**config.mk**
```make
export PLATFORM = sky130hd
export DESIGN_NAME = cpu6_pipereg_stage_flat
export DESIGN_NICKNAME = d
export VERILOG_FILES = /design/src/rtl/cpu6_pipereg_stage_pkg.sv /design/src/rtl/cpu6_pipereg_stage_if.sv /design/src/rtl/cpu6_dffrle.sv /design/src/rtl/cpu6_pipereg_stage.sv /design/src/flat_wrapper.sv
export SDC_FILE = /design/constraint.sdc
export NUM_CORES = 1
export LEC_CHECK = 0
export BUFFER_PORTS_ARGS = -buffer_cell sky130_fd_sc_hd__buf_4
export CAP_MARGIN = 15
export CORE_MARGIN = 3
export CORE_UTILIZATION = 45
export DETAILED_ROUTE_END_ITERATION = 8
export PLACE_DENSITY = 0.69
export RECOVER_POWER = 100
export SYNTH_ARGS = -nofsm -noshare
export SYNTH_HDL_FRONTEND = slang
export SYNTH_SLANG_ARGS = --single-unit
```
**constraint.sdc**
```tcl
create_clock -name clk -period 1.9 [get_ports clk]
set_clock_uncertainty 0.1 [all_clocks]
set_input_delay 0.38 -clock clk [delete_from_list [all_inputs] [get_ports clk]]
set_output_delay 0.38 -clock clk [all_outputs]
set_load 0.01 [all_outputs]
```
**src/rtl/cpu6_pipereg_stage_pkg.sv**
```systemverilog
// Shared types and constants for the cpu6 pipeline stage register.
package cpu6_pipereg_stage_pkg;

    localparam int unsigned CPU6_PSTG_STATE_SIZE = 2;

    // Encoding doubles as the held-entry count, so occupancy is the raw state.
    typedef enum logic [CPU6_PSTG_STATE_SIZE-1:0] {
        StEmpty   = 2'd0,
        StFull    = 2'd1,
        StSkidded = 2'd2
    } pstg_state_e;

endpackage

```
**src/rtl/cpu6_pipereg_stage_if.sv**
```systemverilog
// Handshake bundle between an upstream producer, the stage and its consumer.
interface cpu6_pipereg_stage_if #(
    parameter int unsigned DATA_W = 32
) ();
    logic              flush;
    logic              in_valid;
    logic              in_ready;
    logic [DATA_W-1:0] in_data;
    logic              out_valid;
    logic              out_ready;
    logic [DATA_W-1:0] out_data;
    logic [1:0]        occupancy;

    // Environment side: drives the stage inputs, observes its outputs.
    modport master (
        output flush, in_valid, in_data, out_ready,
        input  in_ready, out_valid, out_data, occupancy
    );

    // Stage side.
    modport slave (
        input  flush, in_valid, in_data, out_ready,
        output in_ready, out_valid, out_data, occupancy
    );
endinterface

```
**src/rtl/cpu6_dffrle.sv**
```systemverilog
// Enable flop with asynchronous active-low reset to zero.
module cpu6_dffrle #(
    parameter int unsigned W = 1
) (
    input  logic         clk,
    input  logic         reset,
    input  logic         en,
    input  logic [W-1:0] d,
    output logic [W-1:0] q
);

    // Load on enable only; otherwise hold.
    always_ff @(posedge clk or negedge reset) begin
        if (!reset) begin
            q <= '0;
        end else if (en) begin
            q <= d;
        end
    end

endmodule

```
**src/rtl/cpu6_pipereg_stage.sv**
```systemverilog
// Pipeline stage register with valid/ready handshake, optional skid entry
// and flush-to-bubble.
module cpu6_pipereg_stage
    import cpu6_pipereg_stage_pkg::*;
#(
    parameter int unsigned DATA_W        = 32,
    parameter bit          SKID          = 1'b1,
    parameter bit          ZERO_ON_FLUSH = 1'b1
) (
    input logic                 clk,
    input logic                 reset,
    cpu6_pipereg_stage_if.slave bus
);

    logic [CPU6_PSTG_STATE_SIZE-1:0] state_raw_q;
    pstg_state_e                     state_q;
    pstg_state_e                     state_d;

    logic [DATA_W-1:0] m_q;
    logic [DATA_W-1:0] m_d;
    logic              m_en;
    logic [DATA_W-1:0] s_q;
    logic [DATA_W-1:0] s_d;
    logic              s_en;

    logic out_valid;
    logic in_ready;
    logic accept;
    logic deliver;

    assign state_q = pstg_state_e'(state_raw_q);

    // Stage state register; updates every cycle.
    cpu6_dffrle #(
        .W (CPU6_PSTG_STATE_SIZE)
    ) u_state (
        .clk   (clk),
        .reset (reset),
        .en    (1'b1),
        .d     (state_d),
        .q     (state_raw_q)
    );

    // Main entry; always the one presented downstream.
    cpu6_dffrle #(
        .W (DATA_W)
    ) u_m (
        .clk   (clk),
        .reset (reset),
        .en    (m_en),
        .d     (m_d),
        .q     (m_q)
    );

    if (SKID) begin : gen_skid
        // Catches the entry accepted in the cycle after downstream stalls.
        cpu6_dffrle #(
            .W (DATA_W)
        ) u_s (
            .clk   (clk),
            .reset (reset),
            .en    (s_en),
            .d     (s_d),
            .q     (s_q)
        );
    end else begin : gen_no_skid
        assign s_q = '0;
    end

    assign out_valid = (state_q != StEmpty);

    // With a skid entry, ready comes straight from state; otherwise it is
    // the classic combinational ready.
    if (SKID) begin : gen_ready_reg
        assign in_ready = (state_q != StSkidded);
    end else begin : gen_ready_comb
        assign in_ready = ~out_valid | bus.out_ready;
    end

    assign accept  = bus.in_valid & in_ready;
    assign deliver = out_valid & bus.out_ready;

    // Next-state and load-select; flush overrides every handshake.
    always_comb begin
        state_d = state_q;
        m_en    = 1'b0;
        m_d     = bus.in_data;
        s_en    = 1'b0;
        s_d     = bus.in_data;
        if (bus.flush) begin
            state_d = StEmpty;
            if (ZERO_ON_FLUSH) begin
                m_en = 1'b1;
                m_d  = '0;
                s_en = SKID;
                s_d  = '0;
            end
        end else begin
            case (state_q)
                StEmpty: begin
                    if (accept) begin
                        state_d = StFull;
                        m_en    = 1'b1;
                    end
                end
                StFull: begin
                    if (deliver && accept) begin
                        m_en = 1'b1;
                    end else if (deliver) begin
                        state_d = StEmpty;
                    end else if (accept && SKID) begin
                        state_d = StSkidded;
                        s_en    = 1'b1;
                    end
                end
                StSkidded: begin
                    if (deliver) begin
                        state_d = StFull;
                        m_en    = 1'b1;
                        m_d     = s_q;
                    end
                end
                default: state_d = StEmpty;
            endcase
        end
    end

    assign bus.out_valid = out_valid;
    assign bus.in_ready  = in_ready;
    assign bus.out_data  = m_q;
    assign bus.occupancy = state_raw_q;

endmodule

```
**src/flat_wrapper.sv**
```systemverilog
// flat-port wrapper written by rule: the top's interface ports become plain ports
module cpu6_pipereg_stage_flat import cpu6_pipereg_stage_pkg::*;
#(
    parameter int unsigned DATA_W        = 32,
    parameter bit          SKID          = 1'b1,
    parameter bit          ZERO_ON_FLUSH = 1'b1
)
  (clk, reset, bus_flush, bus_in_valid, bus_in_data, bus_out_ready, bus_in_ready, bus_out_valid, bus_out_data, bus_occupancy);
  cpu6_pipereg_stage_if #(.DATA_W(DATA_W)) bus_i ();
  input logic clk;
  input logic reset;
  input wire logic [$bits(bus_i.flush)-1:0] bus_flush;
  input wire logic [$bits(bus_i.in_valid)-1:0] bus_in_valid;
  input wire logic [$bits(bus_i.in_data)-1:0] bus_in_data;
  input wire logic [$bits(bus_i.out_ready)-1:0] bus_out_ready;
  output wire logic [$bits(bus_i.in_ready)-1:0] bus_in_ready;
  output wire logic [$bits(bus_i.out_valid)-1:0] bus_out_valid;
  output wire logic [$bits(bus_i.out_data)-1:0] bus_out_data;
  output wire logic [$bits(bus_i.occupancy)-1:0] bus_occupancy;
  assign bus_i.flush = bus_flush;
  assign bus_i.in_valid = bus_in_valid;
  assign bus_i.in_data = bus_in_data;
  assign bus_i.out_ready = bus_out_ready;
  assign bus_in_ready = bus_i.in_ready;
  assign bus_out_valid = bus_i.out_valid;
  assign bus_out_data = bus_i.out_data;
  assign bus_occupancy = bus_i.occupancy;
  cpu6_pipereg_stage #(.DATA_W(DATA_W), .SKID(SKID), .ZERO_ON_FLUSH(ZERO_ON_FLUSH)) u_core (.clk(clk), .reset(reset), .bus(bus_i));
endmodule
```
==> results.py <==
metrics = {
    "worst_setup_path": {
        "reg2reg_from": "u_core.u_state.q[0]$_DFFE_PN0P_",
        "critPathSlowestCell": "dfrtp_1",
        "reg2reg_depth": 5,
        "critPathMaxFanout": 32,
        "crit_type": "reg2reg",
        "cp.arrival_ns": 1.96,
        "critPathLaunchType": "register",
        "crit_chain": "nor2b_2 -> o21ai_4 -> buf_4 -> nand2b_4 -> o2bb2ai_1",
        "rrSetupSlack_ns": 0.09,
        "timing.rr.end": "u_core.u_m.q[25]$_DFFE_PN0P_",
        "critPathMaxStageDelay_ns": 0.44,
        "critPathCaptureType": "register",
        "required_ns": 2.05,
    },
    "clocking": {
        "postCtsSetupRepairBufs": 0,
        "cts_inserted_buffers": 9,
        "clk_latency_ns": 0.34,
        "cts_buffer_depth": 2,
        "path_clk_slew_ns": 0.07,
        "clockRootBuffer": "clkbuf_8",
        "cts.sinks": 66,
        "cts-htree-levels": 3,
        "cts_tree": "built",
    },
    "sta": {
        "setup_viol": 0,
        "timing.final.crit_share_pct": 95.26,
        "rsz0062_at_grt": "true",
        "tns_ns": 0,
        "worst_slew_pin_slew_ns": 0.9343,
        "slew_headroom_pct": 37.71,
        "hold_viol_final": 0,
        "slew_violations": 0,
        "worst_slack_ns": 0.09004,
        "fmax_ghz": 0.5525,
        "period_needed_ns": 1.810,
    },
    "global_route": {
        "track_usage_pct": 18.56,
        "grt_pass1_vias": 2071,
        "grt_first_pass_wirelength_mm": 10.72,
        "overflow": 0,
        "grt_antenna_before_repair": 0,
        "grt_max_degree": 39,
    },
    "routing": {
        "initialDrtViolationCount": 87,
        "vias_per_cell": 5.737,
        "ant_nets": 0,
        "vias": 2008,
        "firstDrtPassIters": 4,
        "wl_per_cell_um": 18.75,
        "drc": 0,
        "routed_wl_mm": 6.564,
    },
    "power_and_ir_drop": {
        "combPwrFrac_pct": 11.7,
        "swShare_pct": 25.32,
        "p_int_mw": 2.409,
        "switching_power_uw": 817.1,
        "ir_drop_uv": 497.6,
        "leakage_nw": 1.851,
        "p_clk_share_pct": 41.3,
        "seq_power_share_pct": 47.0,
        "p_per_area_mw_per_mm2": 889.5,
    },
    "synth": {
        "synthesis.area_mm2": 0.002952,
        "synth_nets": 231,
        "yosysSeqAreaShare_pct": 55.96,
        "ys_warn_count": 0,
        "syn_area_per_cell_um2": 15.21,
        "synth.distinct_cells": 21,
        "synth-seq-cells": 66,
        "syn_inst": 194,
    },
    "placed_design": {
        "place_ws_ns": -0.09418,
        "place_hpwl_mm": 3.914,
        "gp_congestion": 0.7360,
        "port_buffers": 72,
    },
    "finish": {
        "layout_commonest_cell": "dfrtp_1",
        "final_cell_mix": "dfrtp_1, buf_4, clkbuf_1",
        "area_delta_synth_final_pct": 22.89,
        "fillers": 523,
        "n_antenna_cell": 0,
        "register_area_mm2": 0.001652,
        "multi_input_area_mm2": 0.001156,
        "final_nets": 307,
        "layout-drive-gt1-share_pct": 31.64,
    },
    "die": {
        "die_y_um": 86.99,
        "rows": 28,
        "io_pins": 73,
        "die-width_um": 86.99,
        "dieArea_mm2": 0.007567,
        "core-area_mm2": 0.006131,
        "initial_core_util_pct": 48.14,
    },
    "flow_run": {
        "cap_violations": 0,
    },
    "min_path": {
        "hp-start": "bus_out_ready",
        "hold-path-cell-count": 2,
        "hp-class": "in2reg",
        "whs_endpoint": "u_core.u_state.q[1]$_DFFE_PN0P_",
    },
    "run_status": {
        "status": "completed",
    },
}
[flip-flops by register name, summed over array words and instances, names as in the netlist]
register and cells:
u_core.u_state.q 2, u_core.gen_skid.u_s.q 32, u_core.u_m.q 32
[kinds of logic (layout without fill, tap and decap cells)]
family | Yosys count | after routing | share of synthesized area (%)
AO/OA/AOI/OAI | 67 | 67 | 24.29
AND/OR/NAND/NOR | 12 | 13 | 3.137
XOR/XNOR | 1 | 1 | 0.2968
buffers and inverters | 16 | 96 | 5.469
multiplexers | 32 | 32 | 10.85
flip-flops | 66 | 66 | 55.96
[worst max-delay path: cells and delay by family (launching register included)]
family	cells	cell delay [ns]
and+or+nand+nor	2	0.50
AOI/OAI and AO/OA	2	0.52
DFF	1	0.44
buffers and inverters	1	0.17
[cell usage after synthesis]
cell type / instances / share of area, %
dfrtp_1: 66 / 56
a22o_1: 32 / 9.5
mux2i_1: 32 / 11
o2bb2ai_2: 20 / 10
o2bb2ai_1: 12 / 3.6
buf_6: 11 / 4.2
buf_4: 5 / 1.3
nand3b_1: 2 / 0.51
nor2_1: 2 / 0.25
a211oi_1: 1 / 0.25
nand2b_1: 1 / 0.21
nand2b_4: 1 / 0.47
nor2_2: 1 / 0.21
nor2_4: 1 / 0.38
nor2b_2: 1 / 0.30
nor3_2: 1 / 0.34
o21a_1: 1 / 0.25
o21ai_4: 1 / 0.55
or2_2: 1 / 0.21
or2b_1: 1 / 0.25
xnor2_1: 1 / 0.30
[routing by layer]
layer  share of wire, %  global-route usage [%]
met1                 48                   25.66
met4               0.52                   5.382
met5                  0                       0
met2                 47                   28.09
met3                5.2                   5.866
[through the flow]
step | cell area, um^2 | std cells | power, mW | hold WS, ns | util (%)
after floorplan | 2952 | 194 | 1.747 | -0.01559 | -
after global placement | 3521 | 332 | 1.960 | 0.2793 | 57.43
after detailed placement | 3521 | 332 | 1.966 | 0.2837 | 57.43
after CTS | 3770 | 350 | 3.314 | 0.1118 | 61.49
after global routing | 3627 | 350 | 3.360 | 0.1170 | 59.16
final | 3627 | 350 | 3.226 | 0.1304 | 59.16
[worst max path at each step]
stage                                           end  slack (ns)                       startpoint  depth (start not counted)
4_1_cts                u_core.u_m.q[21]$_DFFE_PN0P_        0.05  u_core.u_state.q[1]$_DFFE_PN0P_                          5
3_5_place_dp           u_core.u_m.q[21]$_DFFE_PN0P_       -0.09                    bus_out_ready                          5
3_3_place_gp           u_core.u_m.q[21]$_DFFE_PN0P_       -0.06                    bus_out_ready                          5
2_1_floorplan  u_core.gen_skid.u_s.q[0]$_DFFE_PN0P_        0.49  u_core.u_state.q[1]$_DFFE_PN0P_                          5
6_report               u_core.u_m.q[25]$_DFFE_PN0P_        0.09  u_core.u_state.q[0]$_DFFE_PN0P_                          5
5_1_grt                u_core.u_m.q[25]$_DFFE_PN0P_       -0.03  u_core.u_state.q[0]$_DFFE_PN0P_                          5
[power groups by stage]
stage	Combinational, mW	Clock (mW)	Sequential [mW]
6_report	0.377	1.33	1.52
3_3_place_gp	0.415	0	1.54
4_1_cts	0.430	1.37	1.52
3_5_place_dp	0.422	0	1.54
2_1_floorplan	0.186	0	1.56
5_1_grt	0.412	1.42	1.53
[layout make-up]
cell class / instances / area share [%]
well taps: 75 / 2.587
multi-input cells: 113 / 31.87
clock inverters: 6 / 2.484
repair buffers: 80 / 13.73
clock buffers: 10 / 3.794
flip-flops and latches: 66 / 45.53
[what timing repair did]
action,CTS,global route
endpoints found under the hold margin,37,0
cloned,1,0
hold buffers,1,0
resized for setup,1,1
pin swaps,0,2
setup endpoints to repair,32,14
No activity file was read; power rests on OpenSTA's default activity.
